`src/rtl/cpu_pkg.sv`:
```
// Shared CPU definitions used by the fetch stage and its neighbours.
//   INST_WIDTH    : instruction word width
//   OP_*          : primary opcode values (inst[31:26]) seen by the decoder
//   fetch_state_t : fetch sequencer states
package cpu_pkg;

    localparam int INST_WIDTH = 32;

    localparam logic [5:0] OP_RTYPE = 6'b000000;
    localparam logic [5:0] OP_LW    = 6'b100011;
    localparam logic [5:0] OP_SW    = 6'b101011;
    localparam logic [5:0] OP_BEQ   = 6'b000100;

    typedef enum logic [1:0] {
        RST_WAIT = 2'd0,
        FETCH    = 2'd1,
        VALID    = 2'd2
    } fetch_state_t;

endpackage

```
`src/rtl/instruction_fetch_pc_next.sv`:
```
// Next-PC selection for the fetch stage (purely combinational).
//   pc_plus4      : address following the latched instruction
//   branch_offset : sign-extended word offset from the decoder
//   take_branch   : branch resolved taken
//   next_pc       : pc_plus4, or pc_plus4 + offset*4 when taken
// All sums wrap modulo 2^ADDR_WIDTH; the top two offset bits fall off the
// shift, and negative offsets work through two's complement.
module pc_next #(
    parameter int ADDR_WIDTH = 32
) (
    input  logic [ADDR_WIDTH-1:0] pc_plus4,
    input  logic [31:0]           branch_offset,
    input  logic                  take_branch,
    output logic [ADDR_WIDTH-1:0] next_pc
);

    logic [ADDR_WIDTH-1:0] offset_bytes;

    assign offset_bytes = ADDR_WIDTH'(branch_offset << 2);
    assign next_pc      = take_branch ? (pc_plus4 + offset_bytes) : pc_plus4;

endmodule

```
`src/rtl/instruction_fetch.sv`:
```
// Fetch stage: holds the PC, requests instruction words over a ready
// handshake, latches the returned word and holds it while downstream stalls.
//   clk, reset         : clock, synchronous active-high reset
//   imem_req/addr      : request strobe and fetch address (addr = pc)
//   imem_ready/rdata   : memory response, sampled only while fetching
//   stall              : downstream cannot accept the held instruction
//   branch, zero       : branch decision inputs (taken = branch & zero)
//   branch_offset      : sign-extended word offset for taken branches
//   inst, inst_valid   : latched instruction and its valid flag
//   ctl_op             : inst[31:26] for the decoder
//   pc_plus4           : address of latched instruction + 4
//
// state    | meaning
// RST_WAIT | idle for one cycle after reset, no request
// FETCH    | imem_req high, waiting for imem_ready
// VALID    | instruction held for downstream until stall drops
module instruction_fetch
    import cpu_pkg::*;
#(
    parameter int                    ADDR_WIDTH = 32,
    parameter logic [ADDR_WIDTH-1:0] RESET_PC   = '0
) (
    input  logic                  clk,
    input  logic                  reset,
    output logic                  imem_req,
    output logic [ADDR_WIDTH-1:0] imem_addr,
    input  logic                  imem_ready,
    input  logic [INST_WIDTH-1:0] imem_rdata,
    input  logic                  stall,
    input  logic                  branch,
    input  logic                  zero,
    input  logic [31:0]           branch_offset,
    output logic [INST_WIDTH-1:0] inst,
    output logic                  inst_valid,
    output logic [5:0]            ctl_op,
    output logic [ADDR_WIDTH-1:0] pc_plus4
);

    fetch_state_t          state;
    fetch_state_t          state_next;
    logic [ADDR_WIDTH-1:0] pc;
    logic [ADDR_WIDTH-1:0] seq_pc;
    logic [ADDR_WIDTH-1:0] next_pc;
    logic                  capture;
    logic                  release_inst;

    assign seq_pc    = pc + ADDR_WIDTH'(4);
    assign imem_addr = pc;
    assign ctl_op    = inst[31:26];

    pc_next #(
        .ADDR_WIDTH (ADDR_WIDTH)
    ) u_pc_next (
        .pc_plus4      (pc_plus4),
        .branch_offset (branch_offset),
        .take_branch   (branch & zero),
        .next_pc       (next_pc)
    );

    always_ff @(posedge clk) begin
        if (reset) begin
            state <= RST_WAIT;
        end else begin
            state <= state_next;
        end
    end

    always_comb begin
        state_next   = state;
        imem_req     = 1'b0;
        inst_valid   = 1'b0;
        capture      = 1'b0;
        release_inst = 1'b0;
        case (state)
            RST_WAIT: begin
                state_next = FETCH;
            end
            FETCH: begin
                imem_req = 1'b1;
                if (imem_ready) begin
                    capture    = 1'b1;
                    state_next = VALID;
                end
            end
            VALID: begin
                inst_valid = 1'b1;
                // Stall wins over branch: branch/zero are only looked at on
                // the cycle the stall drops.
                if (!stall) begin
                    release_inst = 1'b1;
                    state_next   = FETCH;
                end
            end
            default: begin
                state_next = RST_WAIT;
            end
        endcase
    end

    // pc already equals pc_plus4 once a word is captured, so an untaken
    // release leaves it where it is (next_pc == pc_plus4 in that case).
    always_ff @(posedge clk) begin
        if (reset) begin
            pc       <= RESET_PC;
            inst     <= '0;
            pc_plus4 <= RESET_PC + ADDR_WIDTH'(4);
        end else if (capture) begin
            inst     <= imem_rdata;
            pc_plus4 <= seq_pc;
            pc       <= seq_pc;
        end else if (release_inst) begin
            pc       <= next_pc;
        end
    end

endmodule

```
`config.mk`:
```
export PLATFORM = sky130hd
export DESIGN_NAME = instruction_fetch
export DESIGN_NICKNAME = d
export VERILOG_FILES = /design/src/rtl/cpu_pkg.sv /design/src/rtl/instruction_fetch_pc_next.sv /design/src/rtl/instruction_fetch.sv
export SDC_FILE = /design/constraint.sdc
export NUM_CORES = 1
export LEC_CHECK = 0
export BUFFER_PORTS_ARGS = -buffer_cell sky130_fd_sc_hd__buf_2
export CELL_PAD_IN_SITES_DETAIL_PLACEMENT = 1
export CELL_PAD_IN_SITES_GLOBAL_PLACEMENT = 1
export CORE_MARGIN = 3
export CORE_UTILIZATION = 39
export CTS_CLUSTER_DIAMETER = 40
export DETAILED_ROUTE_END_ITERATION = 12
export PLACE_DENSITY = 0.88
export SLEW_MARGIN = 10
export SYNTH_ARGS = -nofsm -noshare
export SYNTH_HDL_FRONTEND = slang
export SYNTH_HIERARCHICAL = 1
export SYNTH_SLANG_ARGS = --single-unit
export TNS_END_PERCENT = 100
```
`constraint.sdc`:
```
create_clock -name clk -period 4.6 [get_ports clk]
set_clock_uncertainty 0.15 [all_clocks]
set_input_delay 0.69 -clock clk [delete_from_list [all_inputs] [get_ports clk]]
set_output_delay 0.69 -clock clk [all_outputs]
set_load 0.01 [all_outputs]
```
==> key figures, run 1 <==
Outcome
  • Status: complete, no violations

Critical path
  • R2r startpoint: pc_plus4[2]$_SDFFE_PP1P_
  • Slowest stage delay, CP: 0.48 ns
  • R2R depth: 12
  • Crit-path leading delay family: compound AO/OA/AOI/OAI gates
  • CP endpoint kind: flop
  • Critical path depth: 13
  • Worst Path Max Fanout: 5
  • Worst setup SP type: input pin
  • Worst setup path startpoint: branch_offset[0]
  • WP data arrival: 3.66 ns
  • RR Endpoint: imem_addr[26]$_SDFFE_PP0P_
  • Internal reg-to-reg setup slack: about 1.1 ns
  • CP Class: input pin to flop
  • WP buf/inv: 1
  • CP endpoint: imem_addr[26]$_SDFFE_PP0P_
  • Data required time at the worst endpoint: about 4.6 ns
  • CP Cell Sequence: buf_2 > ha_1 > fa_1 > a21o_1 > a221oi_2 > o31ai_4 > a31o_4 > a21oi_4 > o31ai_2 > xor2_1 > mux2_4 > a22oi_1 > a21oi_1
  • Slowest CP cell: a221oi_2

Timing
  • Minimum clock period: approximately 3.6 ns
  • Fmax: about 0.28 GHz
  • Setup WS post-layout: a little under 1 ns
  • Slew headroom: 0.282
  • Max Slew Vio Count: 0
  • Fin Setup TNS: 0 ns
  • Tightest Pin Transition: 1.08 ns
  • RSZ-0062 raised after global routing: no
  • Fraction of the cycle the final worst path needs: 0.788
  • Final Hold Vio Count: 0
  • Final setup vio count: 0

Power
  • Switching share of total power: 0.291
  • PwrDens: ~290 nW/um2
  • Clock share of power: 0.384
  • Pleak: roughly 3.3 nW
  • Combinational share of power: 0.208
  • Seq pwr share: 0.408
  • P_int: roughly 0.0016 W
  • Max rail drop VDD: 0.000187 V
  • Psw: around 0.00066 W

Logic synthesis
  • Sequential fraction of the synthesis area: 0.300
  • Synth top area share: 0.300
  • #FFs+latches synth: 98
  • Synthesized cell area: approximately 6500 um2
  • Synth area leader: dfxtp_1
  • Synth unique cells: 74
  • Post-synth top cells: nand2_1, dfxtp_1, a21oi_1
  • Post-synthesis area per instance: between 7 and 8 um2
  • Synth top area cells: dfxtp_1, nand2_1, a21oi_1
  • Syn Nets: approximately 940
  • Post-synth EDFFs: 0
  • Ys async rst share: 0
  • Count leader, synth: nand2_1
  • Ys flop type: dfxtp_1
  • Yosys warns: 6
  • Post-Synthesis Cells: about 840

Min path
  • Hold Path Class: flop to flop

Detailed routing
  • Pre-Repair DR Iteration Count: 4
  • Avg WL per Cell: 18.2 um
  • Post-route ant nets: 0
  • Post-route DRC: 0
  • Vias post-DR: ~6800
  • Via/cell ratio: between 5 and 6
  • First DRT Iteration DRCs: 280
  • Routed WL: 21400 um

Finish
  • Layout Nets: about 1100
  • Area Growth Syn to Fin: 18.6%
  • Reg area: ~2000 um2
  • FILL cells: a little over 2000
  • Antenna diodes: 0
  • Area occupied by multi-input gates: between 4000 and 5000 um2
  • Share of layout cells above drive strength 1: 0.257

Die
  • Initial Util: 0.404
  • FP Rows: 46
  • Die Width: about 140 um
  • Boundary Pins: roughly 170
  • Die Y: ~140 um
  • Core footprint: approximately 16000 um2
  • Die footprint: 18400 um2

Clocking
  • TritonCTS Sinks: ~100
  • Clock Pin Slew Worst Setup and Hold Paths: roughly 0.070 ns
  • Max clock buf depth: 2
  • # Post-CTS Setup Buffers: 0
  • Clk_lat worst skew: 0.35 ns
  • Cts bufs inserted: 9
  • H-tree depth: 3
  • Post-CTS Hold Fix Bufs: 0
  • CTS tree: yes
  • Cts repair resizes: 0
  • Root Driver: clkbuf_16

Placement
  • GP Congestion: ~0.90
  • DP Worst Slack: 0.645 ns
  • DP HPWL: ~16000 um
  • Port Buffers: ~170

Global route
  • Vias in the first global route: around 6900
  • Grt ovf: 0
  • Total track usage: 0.234
  • Largest net degree at the start of global routing: 100
  • First-pass GRT wire length: about 35000 um
  • Initial antenna violation count: 1

Run
  • MaxCap Viol Count: 0
-- placed cells by master (no fill, tap or decap), drive strengths merged, types with 15 or more instances in the layout --
cell type	Yosys	routed
a211oi	24	24
nand4	18	18
nor3	19	19
xnor2	26	26
o21ai	28	28
dfxtp	98	98
buf	27	176
a21oi	91	91
a21o	23	23
mux2	26	26
nand2	135	135
nor2	71	71
nand3	18	18
ha	30	30
a31oi	15	15
xor2	16	16
-- logic make-up after synthesis --
group / count (synthesis) / share of synthesized area
fa+ha+maj: 31 / 0.0604
flops: 98 / 0.300
compound gates: 242 / 0.246
buf+inv: 78 / 0.0528
mux: 29 / 0.0499
xor+xnor: 42 / 0.0562
simple gates: 317 / 0.235
-- layer usage --
metal	part of all wire	global-route usage	wire length [um]
met3	0.065	0.0565	1380
met2	0.48	0.400	10200
met4	0.016	0.0655	343
met1	0.44	0.294	9440
met5	0.00051	0	11
-- flip-flops by register name, indices dropped and copies added, names as in the netlist --
register   cells
state          2
pc_plus4      32
inst          32
imem_addr     32
-- power groups by stage --
stage | logic, W | registers, W | clock network [W]
floorplan | 0.000308 | 0.000949 | 0
global placement | 0.000456 | 0.000942 | 0
detailed placement | 0.000469 | 0.000945 | 0
CTS | 0.000473 | 0.000925 | 0.000891
global route | 0.000528 | 0.000932 | 0.000924
finish | 0.000473 | 0.000926 | 0.000873
-- worst min-delay path, delay by kind of cell, from the launching register on --
| kind | cells | cell delay (ns) |
|---|---|---|
| flops | 1 | 0.31 |
| simple gates | 1 | 0.05 |
| compound gates | 1 | 0.05 |
-- worst min path at each step --
stage                                   start                        to  slack [ns]  cells after the start
floorplan           imem_addr[0]$_SDFFE_PP0P_  pc_plus4[0]$_SDFFE_PP0P_        0.30                      2
global route             inst[3]$_SDFFE_PP0P_      inst[3]$_SDFFE_PP0P_        0.33                      2
finish                  inst[24]$_SDFFE_PP0P_     inst[24]$_SDFFE_PP0P_        0.30                      2
global placement        inst[10]$_SDFFE_PP0P_     inst[10]$_SDFFE_PP0P_        0.29                      2
CTS                     inst[24]$_SDFFE_PP0P_     inst[24]$_SDFFE_PP0P_        0.30                      2
detailed placement      inst[24]$_SDFFE_PP0P_     inst[24]$_SDFFE_PP0P_        0.30                      2
-- per-stage QoR --
stage           util  hold slack [ns]  power, W  std cells  cell area (um2)
4_1_cts        0.479            0.305   0.00229       1178             7750
3_3_place_gp   0.458            0.288   0.00140       1162             7410
5_1_grt        0.479            0.328   0.00238       1178             7750
3_5_place_dp   0.458            0.295   0.00141       1162             7410
2_1_floorplan      -            0.295   0.00126        837             6540
6_report       0.479            0.301   0.00227       1178             7750
-- layout make-up --
cell class                      count  area share
Clock buffer                        9      0.0290
Clock inverter                      7      0.0152
Inverter                           11     0.00532
Multi-Input combinational cell    661       0.547
Sequential cell                    98       0.253
Tap cell                          216      0.0348
Timing Repair Buffer              176       0.116
No activity file was read; power rests on OpenSTA's default activity.
==> run 2: changes to the inputs <==
CORE_UTILIZATION = 35   (was 39)
PLACE_DENSITY = 0.83   (was 0.88)
clock period = 3.05 ns   (was 4.6 ns; I/O delays follow)
==> key figures, run 2 (synthesized netlist as in run 1, its figures left out) <==
Outcome
  • Status: finished with violations
  • Failing checks: negative setup slack

Placement
  • Port Buffers: between 150 and 200
  • GP Congestion: 0.885
  • DP HPWL: around 18000 um
  • Dpl cells: ~1300

Finish
  • Area occupied by multi-input gates: approximately 4300 um2
  • Reg area: 1960 um2
  • Area Growth Syn to Fin: 29.4%
  • FILL cells: ~2300
  • Final std cells w/o fill: between 1000 and 1500
  • Antenna diodes: 0
  • Most frequent cells in the layout: buf_2, nand2_1, dfxtp_1, buf_4, a21oi_1
  • Layout Nets: between 1000 and 1500
  • Share of layout cells above drive strength 1: 0.332
  • Most common cell after layout, fill and taps aside: buf_2

Timing
  • Setup WS post-layout: -0.0361 ns
  • Fraction of the cycle the final worst path needs: 1.01
  • Fmax: 0.324 GHz
  • Minimum clock period: between 3 and 4 ns
  • Fin Setup TNS: -0.0361 ns
  • RSZ-0062 raised after global routing: yes
  • Max Slew Vio Count: 0
  • Final Hold Slack: 0.204 ns
  • Final setup vio count: 1
  • Slew headroom: 0.493
  • Tightest Pin Transition: approximately 0.76 ns
  • Final Hold Vio Count: 0

Detailed routing
  • Routed WL: 23800 um
  • First DRT Iteration DRCs: 337
  • Post-route DRC: 0
  • Avg WL per Cell: roughly 19 um
  • Post-route ant nets: 0
  • Pre-Repair DR Iteration Count: 5
  • Via/cell ratio: ~5.6
  • Vias post-DR: approximately 7000

Clocking
  • CTS tree: yes
  • Post-CTS Hold Fix Bufs: 0
  • Clock Pin Slew Worst Setup and Hold Paths: approximately 0.07 ns
  • H-tree depth: 3
  • Cts bufs inserted: 9
  • Max clock buf depth: 2
  • TritonCTS Sinks: roughly 100
  • Root Driver: clkbuf_16
  • Clk_lat worst skew: about 0.34 ns

Critical path
  • Slowest CP cell: fa_2
  • CP Class: flop to flop
  • R2R depth: 13
  • Slowest stage delay, CP: between 0.3 and 0.4 ns
  • CP endpoint kind: flop
  • CP Cell Sequence: ha_4 > fa_2 > a21o_1 > a221oi_4 > o31ai_4 > nand4_1 > o211ai_1 > a31oi_1 > xnor2_1 > mux2_4 > a22oi_2 > o21a_1 > a21oi_2
  • Worst setup SP type: flop
  • Data required time at the worst endpoint: between 3 and 4 ns
  • Worst Path Max Fanout: 4
  • WP data arrival: roughly 3.1 ns

Power
  • Pleak: roughly 3.7 nW
  • Max rail drop VDD: 0.000234 V
  • PwrDens: between 300 and 400 nW/um2
  • Tot Pwr: roughly 0.0033 W

Die
  • FP Rows: between 40 and 50
  • Core footprint: between 15000 and 20000 um2
  • Die Width: around 140 um
  • Die footprint: approximately 20000 um2
  • Initial Util: 0.360
  • Die Y: approximately 140 um
  • Boundary Pins: about 170

Global route
  • Largest net degree at the start of global routing: 94
  • First-pass GRT wire length: 37800 um
  • Grt ovf: 0
  • Initial antenna violation count: 0
  • Total track usage: 0.228
  • Vias in the first global route: between 7000 and 8000

Run
  • MaxCap Viol Count: 0

Min path
  • Hold Crit Depth: 3
  • Hold Path Class: input pin to flop
run 2: cell types whose count changed in the layout (fill, tap and decap cells not counted), sizes merged:
| cell | change |
|---|---|
| buf | +86 |
| bufinv | -3 |
| clkbuf | +1 |
| clkinv | +3 |
| clkinvlp | -3 |
run 2: per-stage QoR:
step,util,cell area [um2],worst slack [ns]
final,0.466,8460,-0.0361
after global routing,0.466,8460,-0.182
after CTS,0.462,8380,-0.0663
after detailed placement,0.445,8070,-0.373
after global placement,0.445,8070,-0.289
after floorplan,-,6580,0.00529
run 2: layer usage:
layer  part of all wire  up-vias  track usage  wire (um)
li1                   -     3425            -          -
met1               0.43     3448        0.286      10300
met2               0.48      208        0.389      11500
met3              0.069       26       0.0563       1650
met4              0.015        0       0.0615        361
met5                  0        -            0          0
run 2: what timing repair did:
item,in CTS,in global routing
buffers inserted,5,3
resized for setup,4,13
pin swaps,8,8
setup endpoints to repair,4,9
run 2: report_power, final:
part | switching, W | total (W) | leakage [nW] | internal (W)
sequential | 0.0000552 | 0.00139 | 0.797 | 0.00134
combinational | 0.000486 | 0.000894 | 2.82 | 0.000408
clock | 0.000475 | 0.00104 | 0.134 | 0.000561
total | 0.00102 | 0.00332 | 3.75 | 0.00230
run 2: worst max-delay path, delay by kind of cell, from the launching register on:
family          cells  cell delay (ns)
compound gates      8             1.48
fa+ha+maj           2             0.52
flops               1             0.34
mux                 1             0.27
xor+xnor            1             0.11
simple gates        1             0.10
run 2: path summary, 6_finish.rpt:
kind | start | to | slack (ns)
worst max-delay path | pc_plus4[2]$_SDFFE_PP1P_ | imem_addr[28]$_SDFFE_PP0P_ | -0.04
worst min-delay path | imem_rdata[17] | inst[17]$_SDFFE_PP0P_ | 0.20
worst min register to register | inst[24]$_SDFFE_PP0P_ | inst[24]$_SDFFE_PP0P_ | 0.30
worst max register to register | pc_plus4[2]$_SDFFE_PP1P_ | imem_addr[28]$_SDFFE_PP0P_ | -0.04
run 2: layout make-up:
class	instances	share of cell area
Clock buffer	10	0.0282
Clock inverter	4	0.00237
Inverter	11	0.00488
Multi-Input combinational cell	661	0.513
Sequential cell	98	0.232
Tap cell	229	0.0339
Timing Repair Buffer	262	0.186
